--- src/rtl/rv_ctrl_pkg.sv ---
// -----------------------------------------------------------------------------
// rv_ctrl_pkg
// Shared encodings for the multi-cycle RV32I control unit:
//   - ALUControl codes understood by the ALU
//   - opcode constants for the supported instruction classes
//   - FSM state codes (plain constants so legacy code can compare against them)
//   - mux-select encodings for ALUSrcA / ALUSrcB / ResultSrc / ImmSrc
//   - imm_src_of(): immediate format selected purely from the opcode
// -----------------------------------------------------------------------------
package rv_ctrl_pkg;

    // ALUControl codes
    localparam logic [3:0] ALU_ADD    = 4'b0000;
    localparam logic [3:0] ALU_SUB    = 4'b0001;
    localparam logic [3:0] ALU_SLL    = 4'b0010;
    localparam logic [3:0] ALU_SLT    = 4'b0011;
    localparam logic [3:0] ALU_SLTU   = 4'b0100;
    localparam logic [3:0] ALU_XOR    = 4'b0101;
    localparam logic [3:0] ALU_SRL    = 4'b0110;
    localparam logic [3:0] ALU_SRA    = 4'b0111;
    localparam logic [3:0] ALU_OR     = 4'b1000;
    localparam logic [3:0] ALU_AND    = 4'b1001;
    localparam logic [3:0] ALU_ANDN   = 4'b1010;
    localparam logic [3:0] ALU_ORN    = 4'b1011;
    localparam logic [3:0] ALU_XNOR   = 4'b1100;
    localparam logic [3:0] ALU_SH1ADD = 4'b1101;
    localparam logic [3:0] ALU_SH2ADD = 4'b1110;
    localparam logic [3:0] ALU_SH3ADD = 4'b1111;

    // Opcodes (instr[6:0])
    localparam logic [6:0] OP_LOAD   = 7'b0000011;
    localparam logic [6:0] OP_STORE  = 7'b0100011;
    localparam logic [6:0] OP_RTYPE  = 7'b0110011;
    localparam logic [6:0] OP_ITYPE  = 7'b0010011;
    localparam logic [6:0] OP_BRANCH = 7'b1100011;
    localparam logic [6:0] OP_JAL    = 7'b1101111;

    // R-type funct7 groups
    localparam logic [6:0] F7_BASE = 7'b0000000;
    localparam logic [6:0] F7_ALT  = 7'b0100000;
    localparam logic [6:0] F7_SHAD = 7'b0010000;

    // FSM state codes
    typedef logic [3:0] state_t;
    localparam state_t S_FETCH    = 4'd0;
    localparam state_t S_DECODE   = 4'd1;
    localparam state_t S_MEMADR   = 4'd2;
    localparam state_t S_MEMREAD  = 4'd3;
    localparam state_t S_MEMWB    = 4'd4;
    localparam state_t S_MEMWRITE = 4'd5;
    localparam state_t S_EXECUTER = 4'd6;
    localparam state_t S_EXECUTEI = 4'd7;
    localparam state_t S_ALUWB    = 4'd8;
    localparam state_t S_BRANCH   = 4'd9;
    localparam state_t S_JAL      = 4'd10;

    // ALUSrcA
    localparam logic [1:0] SRCA_PC    = 2'b00;
    localparam logic [1:0] SRCA_OLDPC = 2'b01;
    localparam logic [1:0] SRCA_RS1   = 2'b10;

    // ALUSrcB
    localparam logic [1:0] SRCB_RS2  = 2'b00;
    localparam logic [1:0] SRCB_IMM  = 2'b01;
    localparam logic [1:0] SRCB_FOUR = 2'b10;

    // ResultSrc
    localparam logic [1:0] RES_ALUOUT    = 2'b00;
    localparam logic [1:0] RES_DATA      = 2'b01;
    localparam logic [1:0] RES_ALURESULT = 2'b10;

    // ImmSrc
    localparam logic [2:0] IMM_I = 3'b000;
    localparam logic [2:0] IMM_S = 3'b001;
    localparam logic [2:0] IMM_B = 3'b010;
    localparam logic [2:0] IMM_J = 3'b011;

    // Immediate format depends only on the opcode; unsupported opcodes get I.
    function automatic logic [2:0] imm_src_of(input logic [6:0] op);
        case (op)
            OP_STORE:  return IMM_S;
            OP_BRANCH: return IMM_B;
            OP_JAL:    return IMM_J;
            default:   return IMM_I;
        endcase
    endfunction

endpackage

--- src/rtl/multicycle_controller_if.sv ---
// -----------------------------------------------------------------------------
// multicycle_controller_if
// Bundle between the control unit and the multi-cycle datapath.
//   Datapath -> controller : op, funct3, funct7 (instruction fields), Zero
//   Controller -> datapath : PCWrite, AdrSrc, MemWrite, IRWrite, ResultSrc,
//                            ALUSrcA, ALUSrcB, RegWrite, ImmSrc, ALUControl,
//                            Illegal
// modport master : the controller
// modport slave  : the datapath
// -----------------------------------------------------------------------------
interface multicycle_controller_if;

    logic [6:0] op;
    logic [2:0] funct3;
    logic [6:0] funct7;
    logic       Zero;

    logic       PCWrite;
    logic       AdrSrc;
    logic       MemWrite;
    logic       IRWrite;
    logic [1:0] ResultSrc;
    logic [1:0] ALUSrcA;
    logic [1:0] ALUSrcB;
    logic       RegWrite;
    logic [2:0] ImmSrc;
    logic [3:0] ALUControl;
    logic       Illegal;

    modport master (
        input  op, funct3, funct7, Zero,
        output PCWrite, AdrSrc, MemWrite, IRWrite, ResultSrc,
               ALUSrcA, ALUSrcB, RegWrite, ImmSrc, ALUControl, Illegal
    );

    modport slave (
        output op, funct3, funct7, Zero,
        input  PCWrite, AdrSrc, MemWrite, IRWrite, ResultSrc,
               ALUSrcA, ALUSrcB, RegWrite, ImmSrc, ALUControl, Illegal
    );

endinterface

--- src/rtl/multicycle_controller_alu_decoder.sv ---
// -----------------------------------------------------------------------------
// alu_decoder
// Combinational ALU-operation decode for register (op[5]=1) and immediate
// (op[5]=0) arithmetic instructions.
//   op5        in  1  instr[5]: 1 = R-type, 0 = I-type
//   funct3     in  3  instr[14:12]
//   funct7     in  7  instr[31:25]
//   ALUControl out 4  ALU operation code
//   illegal    out 1  R-type funct7/funct3 pair outside the supported set
// -----------------------------------------------------------------------------
module alu_decoder
    import rv_ctrl_pkg::*;
(
    input  logic       op5,
    input  logic [2:0] funct3,
    input  logic [6:0] funct7,
    output logic [3:0] ALUControl,
    output logic       illegal
);

    // Base RV32I mapping shared by R-type (funct7=0) and most I-type ops.
    function automatic logic [3:0] base_op(input logic [2:0] f3);
        case (f3)
            3'b000:  return ALU_ADD;
            3'b001:  return ALU_SLL;
            3'b010:  return ALU_SLT;
            3'b011:  return ALU_SLTU;
            3'b100:  return ALU_XOR;
            3'b101:  return ALU_SRL;
            3'b110:  return ALU_OR;
            default: return ALU_AND;
        endcase
    endfunction

    // NOTE: every output gets a default before the case so no path leaves it
    // unassigned; otherwise synthesis infers a latch to hold the old value.
    always_comb begin
        ALUControl = ALU_ADD;
        illegal    = 1'b0;
        if (op5) begin
            case (funct7)
                F7_BASE: ALUControl = base_op(funct3);
                F7_ALT: begin
                    case (funct3)
                        3'b000:  ALUControl = ALU_SUB;
                        3'b101:  ALUControl = ALU_SRA;
                        3'b111:  ALUControl = ALU_ANDN;
                        3'b110:  ALUControl = ALU_ORN;
                        3'b100:  ALUControl = ALU_XNOR;
                        default: illegal    = 1'b1;
                    endcase
                end
                F7_SHAD: begin
                    case (funct3)
                        3'b010:  ALUControl = ALU_SH1ADD;
                        3'b100:  ALUControl = ALU_SH2ADD;
                        3'b110:  ALUControl = ALU_SH3ADD;
                        default: illegal    = 1'b1;
                    endcase
                end
                default: illegal = 1'b1;
            endcase
        end else begin
            // No subi: funct3=000 is always add. funct7[5] only picks srai.
            if (funct3 == 3'b101 && funct7[5])
                ALUControl = ALU_SRA;
            else
                ALUControl = base_op(funct3);
        end
    end

endmodule

--- src/rtl/multicycle_controller.sv ---
// -----------------------------------------------------------------------------
// multicycle_controller
// Moore sequencing FSM for the multi-cycle RV32I datapath. Walks each
// instruction through FETCH / DECODE / execute / memory / writeback and issues
// the datapath mux selects and write enables for the current state.
//   clk    in  1  rising-edge clock
//   reset  in  1  asynchronous, active-high; forces FETCH
//   bus    master modport of multicycle_controller_if
//          (op/funct3/funct7/Zero in; all control selects/enables out)
// -----------------------------------------------------------------------------
module multicycle_controller
    import rv_ctrl_pkg::*;
(
    input  logic                           clk,
    input  logic                           reset,
    multicycle_controller_if.master        bus
);

    state_t     state;
    state_t     state_next;
    state_t     decode_target;
    logic       decode_illegal;

    logic [3:0] dec_alu;
    logic       dec_illegal;
    logic [3:0] branch_alu;
    logic       branch_taken;

    logic       pc_write;
    logic       adr_src;
    logic       mem_write;
    logic       ir_write;
    logic [1:0] result_src;
    logic [1:0] alu_src_a;
    logic [1:0] alu_src_b;
    logic       reg_write;
    logic [3:0] alu_control;

    alu_decoder u_alu_decoder (
        .op5        (bus.op[5]),
        .funct3     (bus.funct3),
        .funct7     (bus.funct7),
        .ALUControl (dec_alu),
        .illegal    (dec_illegal)
    );

    // NOTE: state registers use non-blocking assignment so every flop samples
    // its inputs before any of them update on the same edge.
    always_ff @(posedge clk or posedge reset) begin
        if (reset)
            state <= S_FETCH;
        else
            state <= state_next;
    end

    // Opcode dispatch out of DECODE, plus the illegal-encoding check. Branch
    // funct3 010/011 has no comparison and is rejected here so BRANCH never
    // sees it.
    always_comb begin
        decode_target  = S_FETCH;
        decode_illegal = 1'b0;
        case (bus.op)
            OP_LOAD, OP_STORE: decode_target = S_MEMADR;
            OP_RTYPE: begin
                decode_target  = S_EXECUTER;
                decode_illegal = dec_illegal;
            end
            OP_ITYPE:  decode_target = S_EXECUTEI;
            OP_BRANCH: begin
                decode_target  = S_BRANCH;
                decode_illegal = (bus.funct3[2:1] == 2'b01);
            end
            OP_JAL:    decode_target = S_JAL;
            default:   decode_illegal = 1'b1;
        endcase
        if (decode_illegal)
            decode_target = S_FETCH;
    end

    // Branch compare: the ALU subtracts or compares, and Zero from that same
    // cycle decides whether the target held in ALUOut is loaded into the PC.
    // slt/sltu yield 0 when the "less than" is false, hence Zero => not less.
    always_comb begin
        branch_alu   = ALU_SUB;
        branch_taken = 1'b0;
        case (bus.funct3)
            3'b000: begin branch_alu = ALU_SUB;  branch_taken =  bus.Zero; end
            3'b001: begin branch_alu = ALU_SUB;  branch_taken = !bus.Zero; end
            3'b100: begin branch_alu = ALU_SLT;  branch_taken = !bus.Zero; end
            3'b101: begin branch_alu = ALU_SLT;  branch_taken =  bus.Zero; end
            3'b110: begin branch_alu = ALU_SLTU; branch_taken = !bus.Zero; end
            3'b111: begin branch_alu = ALU_SLTU; branch_taken =  bus.Zero; end
            default: ;
        endcase
    end

    // Next state and per-state outputs. Anything not set below stays 0/add.
    always_comb begin
        state_next  = S_FETCH;
        pc_write    = 1'b0;
        adr_src     = 1'b0;
        mem_write   = 1'b0;
        ir_write    = 1'b0;
        result_src  = RES_ALUOUT;
        alu_src_a   = SRCA_PC;
        alu_src_b   = SRCB_RS2;
        reg_write   = 1'b0;
        alu_control = ALU_ADD;

        case (state)
            S_FETCH: begin
                // Read instruction at PC, latch IR/OldPC, and PC <= PC + 4.
                ir_write   = 1'b1;
                alu_src_a  = SRCA_PC;
                alu_src_b  = SRCB_FOUR;
                result_src = RES_ALURESULT;
                pc_write   = 1'b1;
                state_next = S_DECODE;
            end
            S_DECODE: begin
                // Speculatively form OldPC + imm for branch/jal targets.
                alu_src_a  = SRCA_OLDPC;
                alu_src_b  = SRCB_IMM;
                state_next = decode_target;
            end
            S_MEMADR: begin
                alu_src_a  = SRCA_RS1;
                alu_src_b  = SRCB_IMM;
                // op[5] separates store (0100011) from load (0000011).
                state_next = bus.op[5] ? S_MEMWRITE : S_MEMREAD;
            end
            S_MEMREAD: begin
                adr_src    = 1'b1;
                result_src = RES_ALUOUT;
                state_next = S_MEMWB;
            end
            S_MEMWB: begin
                result_src = RES_DATA;
                reg_write  = 1'b1;
                state_next = S_FETCH;
            end
            S_MEMWRITE: begin
                adr_src    = 1'b1;
                result_src = RES_ALUOUT;
                mem_write  = 1'b1;
                state_next = S_FETCH;
            end
            S_EXECUTER: begin
                alu_src_a   = SRCA_RS1;
                alu_src_b   = SRCB_RS2;
                alu_control = dec_alu;
                state_next  = S_ALUWB;
            end
            S_EXECUTEI: begin
                alu_src_a   = SRCA_RS1;
                alu_src_b   = SRCB_IMM;
                alu_control = dec_alu;
                state_next  = S_ALUWB;
            end
            S_ALUWB: begin
                result_src = RES_ALUOUT;
                reg_write  = 1'b1;
                state_next = S_FETCH;
            end
            S_BRANCH: begin
                alu_src_a   = SRCA_RS1;
                alu_src_b   = SRCB_RS2;
                result_src  = RES_ALUOUT;
                alu_control = branch_alu;
                pc_write    = branch_taken;
                state_next  = S_FETCH;
            end
            S_JAL: begin
                // PC <= target from ALUOut while the ALU forms OldPC + 4,
                // which ALUWB then writes to rd.
                alu_src_a  = SRCA_OLDPC;
                alu_src_b  = SRCB_FOUR;
                result_src = RES_ALUOUT;
                pc_write   = 1'b1;
                state_next = S_ALUWB;
            end
            default: state_next = S_FETCH;
        endcase
    end

    // Write enables are masked by reset directly: the state register is
    // already FETCH during reset, whose Moore outputs would otherwise assert
    // PCWrite/IRWrite while the datapath is being held.
    assign bus.PCWrite    = pc_write  & ~reset;
    assign bus.IRWrite    = ir_write  & ~reset;
    assign bus.MemWrite   = mem_write & ~reset;
    assign bus.RegWrite   = reg_write & ~reset;
    assign bus.AdrSrc     = adr_src;
    assign bus.ResultSrc  = result_src;
    assign bus.ALUSrcA    = alu_src_a;
    assign bus.ALUSrcB    = alu_src_b;
    assign bus.ALUControl = alu_control;
    assign bus.ImmSrc     = imm_src_of(bus.op);
    assign bus.Illegal    = (state == S_DECODE) && decode_illegal;

endmodule

--- src/flat_wrapper.sv ---
// flat-port wrapper written by rule: the top's interface ports become plain ports
module multicycle_controller_flat import rv_ctrl_pkg::*;
  (clk, reset, bus_op, bus_funct3, bus_funct7, bus_Zero, bus_PCWrite, bus_AdrSrc, bus_MemWrite, bus_IRWrite, bus_ResultSrc, bus_ALUSrcA, bus_ALUSrcB, bus_RegWrite, bus_ImmSrc, bus_ALUControl, bus_Illegal);
  multicycle_controller_if bus_i ();
  input  logic clk;
  input  logic reset;
  input wire logic [$bits(bus_i.op)-1:0] bus_op;
  input wire logic [$bits(bus_i.funct3)-1:0] bus_funct3;
  input wire logic [$bits(bus_i.funct7)-1:0] bus_funct7;
  input wire logic [$bits(bus_i.Zero)-1:0] bus_Zero;
  output wire logic [$bits(bus_i.PCWrite)-1:0] bus_PCWrite;
  output wire logic [$bits(bus_i.AdrSrc)-1:0] bus_AdrSrc;
  output wire logic [$bits(bus_i.MemWrite)-1:0] bus_MemWrite;
  output wire logic [$bits(bus_i.IRWrite)-1:0] bus_IRWrite;
  output wire logic [$bits(bus_i.ResultSrc)-1:0] bus_ResultSrc;
  output wire logic [$bits(bus_i.ALUSrcA)-1:0] bus_ALUSrcA;
  output wire logic [$bits(bus_i.ALUSrcB)-1:0] bus_ALUSrcB;
  output wire logic [$bits(bus_i.RegWrite)-1:0] bus_RegWrite;
  output wire logic [$bits(bus_i.ImmSrc)-1:0] bus_ImmSrc;
  output wire logic [$bits(bus_i.ALUControl)-1:0] bus_ALUControl;
  output wire logic [$bits(bus_i.Illegal)-1:0] bus_Illegal;
  assign bus_i.op = bus_op;
  assign bus_i.funct3 = bus_funct3;
  assign bus_i.funct7 = bus_funct7;
  assign bus_i.Zero = bus_Zero;
  assign bus_PCWrite = bus_i.PCWrite;
  assign bus_AdrSrc = bus_i.AdrSrc;
  assign bus_MemWrite = bus_i.MemWrite;
  assign bus_IRWrite = bus_i.IRWrite;
  assign bus_ResultSrc = bus_i.ResultSrc;
  assign bus_ALUSrcA = bus_i.ALUSrcA;
  assign bus_ALUSrcB = bus_i.ALUSrcB;
  assign bus_RegWrite = bus_i.RegWrite;
  assign bus_ImmSrc = bus_i.ImmSrc;
  assign bus_ALUControl = bus_i.ALUControl;
  assign bus_Illegal = bus_i.Illegal;
  multicycle_controller u_core (.clk(clk), .reset(reset), .bus(bus_i));
endmodule
--- config.mk ---
export PLATFORM = sky130hd
export DESIGN_NAME = multicycle_controller_flat
export DESIGN_NICKNAME = d
export VERILOG_FILES = /design/src/rtl/rv_ctrl_pkg.sv /design/src/rtl/multicycle_controller_if.sv /design/src/rtl/multicycle_controller_alu_decoder.sv /design/src/rtl/multicycle_controller.sv /design/src/flat_wrapper.sv
export SDC_FILE = /design/constraint.sdc
export NUM_CORES = 1
export LEC_CHECK = 0
export BUFFER_PORTS_ARGS = -buffer_cell sky130_fd_sc_hd__buf_4
export CAP_MARGIN = 20
export CELL_PAD_IN_SITES_DETAIL_PLACEMENT = 1
export CELL_PAD_IN_SITES_GLOBAL_PLACEMENT = 1
export CORE_AREA = 4 4 56 71
export CTS_CLUSTER_SIZE = 14
export DETAILED_ROUTE_END_ITERATION = 10
export DIE_AREA = 0 0 60 75
export PLACE_DENSITY = 0.81
export SETUP_SLACK_MARGIN = 0.05
export SLEW_MARGIN = 20
export SYNTH_ARGS = -nofsm -noshare
export SYNTH_HDL_FRONTEND = slang
export SYNTH_HIERARCHICAL = 1
export SYNTH_SLANG_ARGS = --single-unit
--- constraint.sdc ---
create_clock -name clk -period 1.7 [get_ports clk]
set_input_delay 0.34 -clock clk [delete_from_list [all_inputs] [get_ports clk]]
set_output_delay 0.34 -clock clk [all_outputs]
set_load 0.01 [all_outputs]
## Word level (Yosys, flattened, before mapping)

Index checks and enable logic that the tools add are counted.

- Flip-flop bits (word level): 4
- Output and inout port bits: 19
- Word-level logic and storage cells: 81

- Eq/ne operators: 26
- Muxes and demuxes: 27
- Bitwise gates (word level): 5
- Reductions and logical operators: 22

Operators by type and width:

| cell | number |
|---|---|
| $pmux W4 S5 | 3 |
| $pmux W4 S7 | 1 |
| $pmux W4 S3 | 2 |
| $eq A7 B6 Y1 const B | 3 |
| $eq A4 B3 Y1 const B | 4 |
| $reduce_or A2 Y1 | 8 |
| $reduce_or A3 Y1 | 5 |
| $eq A7 B5 Y1 const B | 2 |
| $eq A7 B7 Y1 const B | 2 |
| $eq A3 B3 Y1 const B | 4 |
| $eq A4 B4 Y1 const B | 3 |
| $mux W4 | 3 |
| $pmux W2 S2 | 3 |
| $eq A4 B2 Y1 const B | 2 |
| $pmux W4 S2 | 1 |
| $reduce_or A4 Y1 | 2 |
| $eq A7 B2 Y1 const B | 1 |
| $logic_not A7 Y1 | 1 |
| $mux W1 | 7 |
| $eq A3 B2 Y1 const B | 2 |
| $pmux W1 S3 | 2 |
| $pmux W2 S3 | 1 |
| $pmux W3 S2 | 1 |
| $reduce_or A5 Y1 | 1 |
| other kinds (11) | 16 |

## Depth between registers and ports, before layout

- Depth in word-level cells: 8
- Gate-level depth with buffers: 8

## Modules after synthesis

The synthesis kept the hierarchy.

Modules (own cells, without submodules):

| module | instances | cells each | area an instance (µm²) | seq. area each (µm²) |
|---|---|---|---|---|
| multicycle_controller | 1 | 78 | 620.6 | 100.1 |
| alu_decoder | 1 | 49 | 332.8 | 0.0 |

## Worst setup path after synthesis

Ideal clock, no wire load.

- Path type: input to output
- Start: input port bus_funct7[0]
- End: output port bus_Illegal
- Arrival: 1.574 ns
- Path slack: -0.214 ns
- Cell stages on the path: 6
- Path buffers: 0
- Cell sequence: or4_4 -> nor2_4 -> a41oi_1 -> and3b_1 -> o211ai_2 -> a21boi_0

- Longest elaborated chain between the ends: 5

Ends and longest elaborated chain:

| item | line | source |
|---|---|---|
| start: declaration | flat_wrapper.sv:9 | `input wire logic [$bits(bus_i.funct7)-1:0] bus_funct7;` |
| $eq A7 B5 Y1, or another cell as far along | multicycle_controller_alu_decoder.sv:41 | `case (funct7)` |
| $pmux W1 S3 (*) | multicycle_controller_alu_decoder.sv:41 |  |
| $mux W1 (*) | multicycle_controller_alu_decoder.sv:40 | `if (op5) begin` |
| net u_core.dec_illegal | multicycle_controller.sv:25 | `logic dec_illegal;` |
| $pmux W1 S3 (*) | multicycle_controller.sv:62 | `case (bus.op)` |
| $logic_and A1 B1 Y1 (*) | multicycle_controller.sv:199 | `assign bus.Illegal = (state == S_DECODE) && decode_illegal;` |
| end: declaration | flat_wrapper.sv:21 | `output wire logic [$bits(bus_i.Illegal)-1:0] bus_Illegal;` |

Mark *: on every way through the listed nets, which the timed path passes. The rest lies on a longest branch.

## Worst setup path in the final report

Ends and elaborated chain as after synthesis.

==> run_results.csv <==
group,metric,value,unit
run_status,status,"finished, violations left",
run_status,violations,"setup timing",
clock_network,cts-root-buf,"clkbuf_8",
drt,avgViaCountPerCell,5.40,
critical_path,cp-end-kind,"output pin",
clock_network,path_clk_slew,30,ps
clock_network,clock-sinks,4,
placed_design,placed_cell_area,1420,µm²
power,pwr_density_cell,738,nW/µm²
timing,fin_crit,2130,ps
placed_design,gp_congestion,0.879,
layout,design_area,1750,µm²
critical_path,crit_arrival,1790,ps
logic_synthesis,yosys_register_bits,4,
logic_synthesis,async_flop_share,100,%
drt,routed_wl,3.77,mm
clock_network,clock_latency,220,ps
timing,hold_ws,52.0,ps
layout,largest_reg_flops,4,
floorplanning,initial_core_util,28.3,%
logic_synthesis,yosysWarnings,6,
placed_design,portBuffers,37,
critical_path,crit_family,"simple AND/OR/NAND/NOR gates",
floorplanning,rows,24,
placed_design,hpwl,2.81,mm
timing,hold_viol,0,
drt,drt_first_pass_iters,4,
timing,setup_tns,-2380,ps
critical_path,path_cells,"buf_6 -> or4_4 -> nor2_4 -> a41oi_2 -> and3b_1 -> o211ai_2 -> a21boi_2 -> buf_4",
timing,drv_slew,0,
critical_path,critPathLaunchType,"input port",
logic_synthesis,synth-seq-area-share,10.5,%
logic_synthesis,synthFlopType,"dfrtp_1",
layout,drive_above_1_share,61.4,%
global_routing,grt_max_degree,13,
drt,remaining_drc_errors,0,
timing,setup_viol,13,
drt,drtIter0Drc,15,
job,maxCapViolations,0,
floorplanning,dieArea,4500,µm²
drt,ant_nets,0,
critical_path,crit_buf_inv,2,
layout,regMostFlops,"u_core/state",
logic_synthesis,synth_cell_types,55,
layout,diodes,0,
timing,fin_crit_sh,125,%
global_routing,overflow,0,
timing,fin_ws,-430,ps
power,ir_worst_vdd,500,µV
critical_path,crit_fanout,2,
placed_design,place_inst,219,
critical_path,timing.setup.critical_path_class,"in2out",
global_routing,grt_pass1_wl,5.88,mm
logic_synthesis,synth-edff-count,0,
layout,nets,211,
global_routing,grt_pass1_vias,1341,
critical_path,cp.required,1360,ps
power,p_leak,0.789,nW
layout,multiInputGateArea,947,µm²
clock_network,tritoncts,"done",
floorplanning,ioPinCount,39,
layout,instances_no_fill,228,
logic_synthesis,syn_area,953,µm²
floorplanning,die_x,60,µm
drt,routed-via-count,1231,
floorplanning,coreArea,3360,µm²
global_routing,antenna_found_initial,0,
clock_network,h-tree-depth,1,
clock_network,clock_path_buffers,2,
layout,fillerInstances,408,
layout,area_growth,83.5,%
floorplanning,die_height,75,µm
logic_synthesis,syn_nets,147,
layout,largest_registers,"u_core/state: 4 flops",
layout,seq_area,104,µm²
clock_network,numCtsBuffers,3,
drt,detail_route.wl_per_cell,16.5,µm
critical_path,crit_path_top_delay_cell,"or4_4",
logic_synthesis,synth_cells,127,
critical_path,cpPeakStageDelay,530,ps
timing,clock.fmax,470,MHz
global_routing,grt_use_total,17.3,%
timing,skew,1.98,ps
logic_synthesis,syn_avg_cell_area,7.51,µm²
placed_design,place_ws,-434,ps
timing,rsz0062_at_grt,"yes",
worst_hold_path,hold_class,"in2async",
## layout by cell type (no fill, tap or decap), drive strengths merged, types with 5 or more instances in the layout
cell	count
inv	6
nand2	11
nor2b	5
buf	69
o21ai	5
a21oi	8
nor2	13
## final cells by class
cell class	instances	share of cell area, %
inverter	7	1.50
tap	39	2.79
sequential	4	5.94
clock buffer	3	2.36
timing repair buffer	69	33.3
multi-input combinational	106	54.1
## where the power goes
group | switching (mW) | internal [mW]
registers | 0.0412 | 0.114
clock network | 0.0559 | 0.152
logic | 0.415 | 0.514
total | 0.512 | 0.779
## stage by stage
| step | util (%) | power, mW |
|---|---|---|
| 6_report | 52.0 | 1.29 |
| 3_3_place_gp | 42.3 | 0.809 |
| 3_5_place_dp | 42.3 | 0.843 |
| 2_1_floorplan | - | 0.522 |
| 4_1_cts | 48.7 | 1.19 |
| 5_1_grt | 52.0 | 1.38 |
## worst register-to-register path: cells and delay by family (launching register included)
family | cells | cell delay (ps)
DFF | 1 | 460
AOI/OAI and AO/OA | 1 | 220
and+or+nand+nor | 3 | 650
## per-layer routing
metal,track usage (%),vias to the layer above,wire (µm)
li1,-,596,-
met1,16.2,597,1300
met2,34.7,29,2240
met3,1.37,9,112
met4,10.3,0,117
met5,0,-,0
## synthesized netlist by cell type (2+ instances only)
master / n / share of area, %
a21oi_1: 8 / 4.2
a22o_1: 2 / 1.8
a32o_1: 2 / 2.1
and2_1: 3 / 2.0
and3_1: 2 / 1.3
buf_2: 6 / 3.1
buf_4: 3 / 2.4
dfrtp_1: 4 / 10
inv_1: 6 / 2.4
mux2_2: 2 / 2.4
mux2i_1: 2 / 2.1
nand2_1: 10 / 3.9
nand2b_1: 4 / 2.6
nor2_1: 12 / 4.7
nor2b_1: 5 / 3.3
nor3_1: 3 / 1.6
nor3b_1: 2 / 1.6
nor4_1: 2 / 1.3
nor4b_1: 2 / 1.8
o21ai_0: 5 / 2.6
o22ai_1: 4 / 2.6
o32ai_2: 2 / 3.4
xnor2_1: 4 / 3.7
## cells by family after synthesis
family	after synthesis	synth area share (%)
buf+inv	17	9.45
flops	4	10.5
simple gates	59	39.6
other cells	1	0.393
compound gates	36	28.6
mux	4	4.46
xor+xnor	6	6.96
## final timing paths
path / startpoint / end / slack [ps] / cells past startpoint
min in group clk: bus_op[6] / u_core/state[2] / 400 / 2
hold reg to reg: u_core/state[3] / u_core/state[0] / 660 / 2
max in group asynchronous: reset / u_core/state[0] / 1470 / 2
hold / removal: reset / u_core/state[3] / 50 / 2
setup reg to reg: u_core/state[1] / u_core/state[2] / 270 / 4
setup / recovery: bus_funct7[0] / bus_Illegal / -430 / 8
## timing repair
item,CTS,global route
buffers inserted,5,3
pin swaps,10,12
cloned,0,0
setup endpoints to repair,19,21
hold buffers,0,0
gates resized for setup,35,19
(Power assumes the default switching activity.)
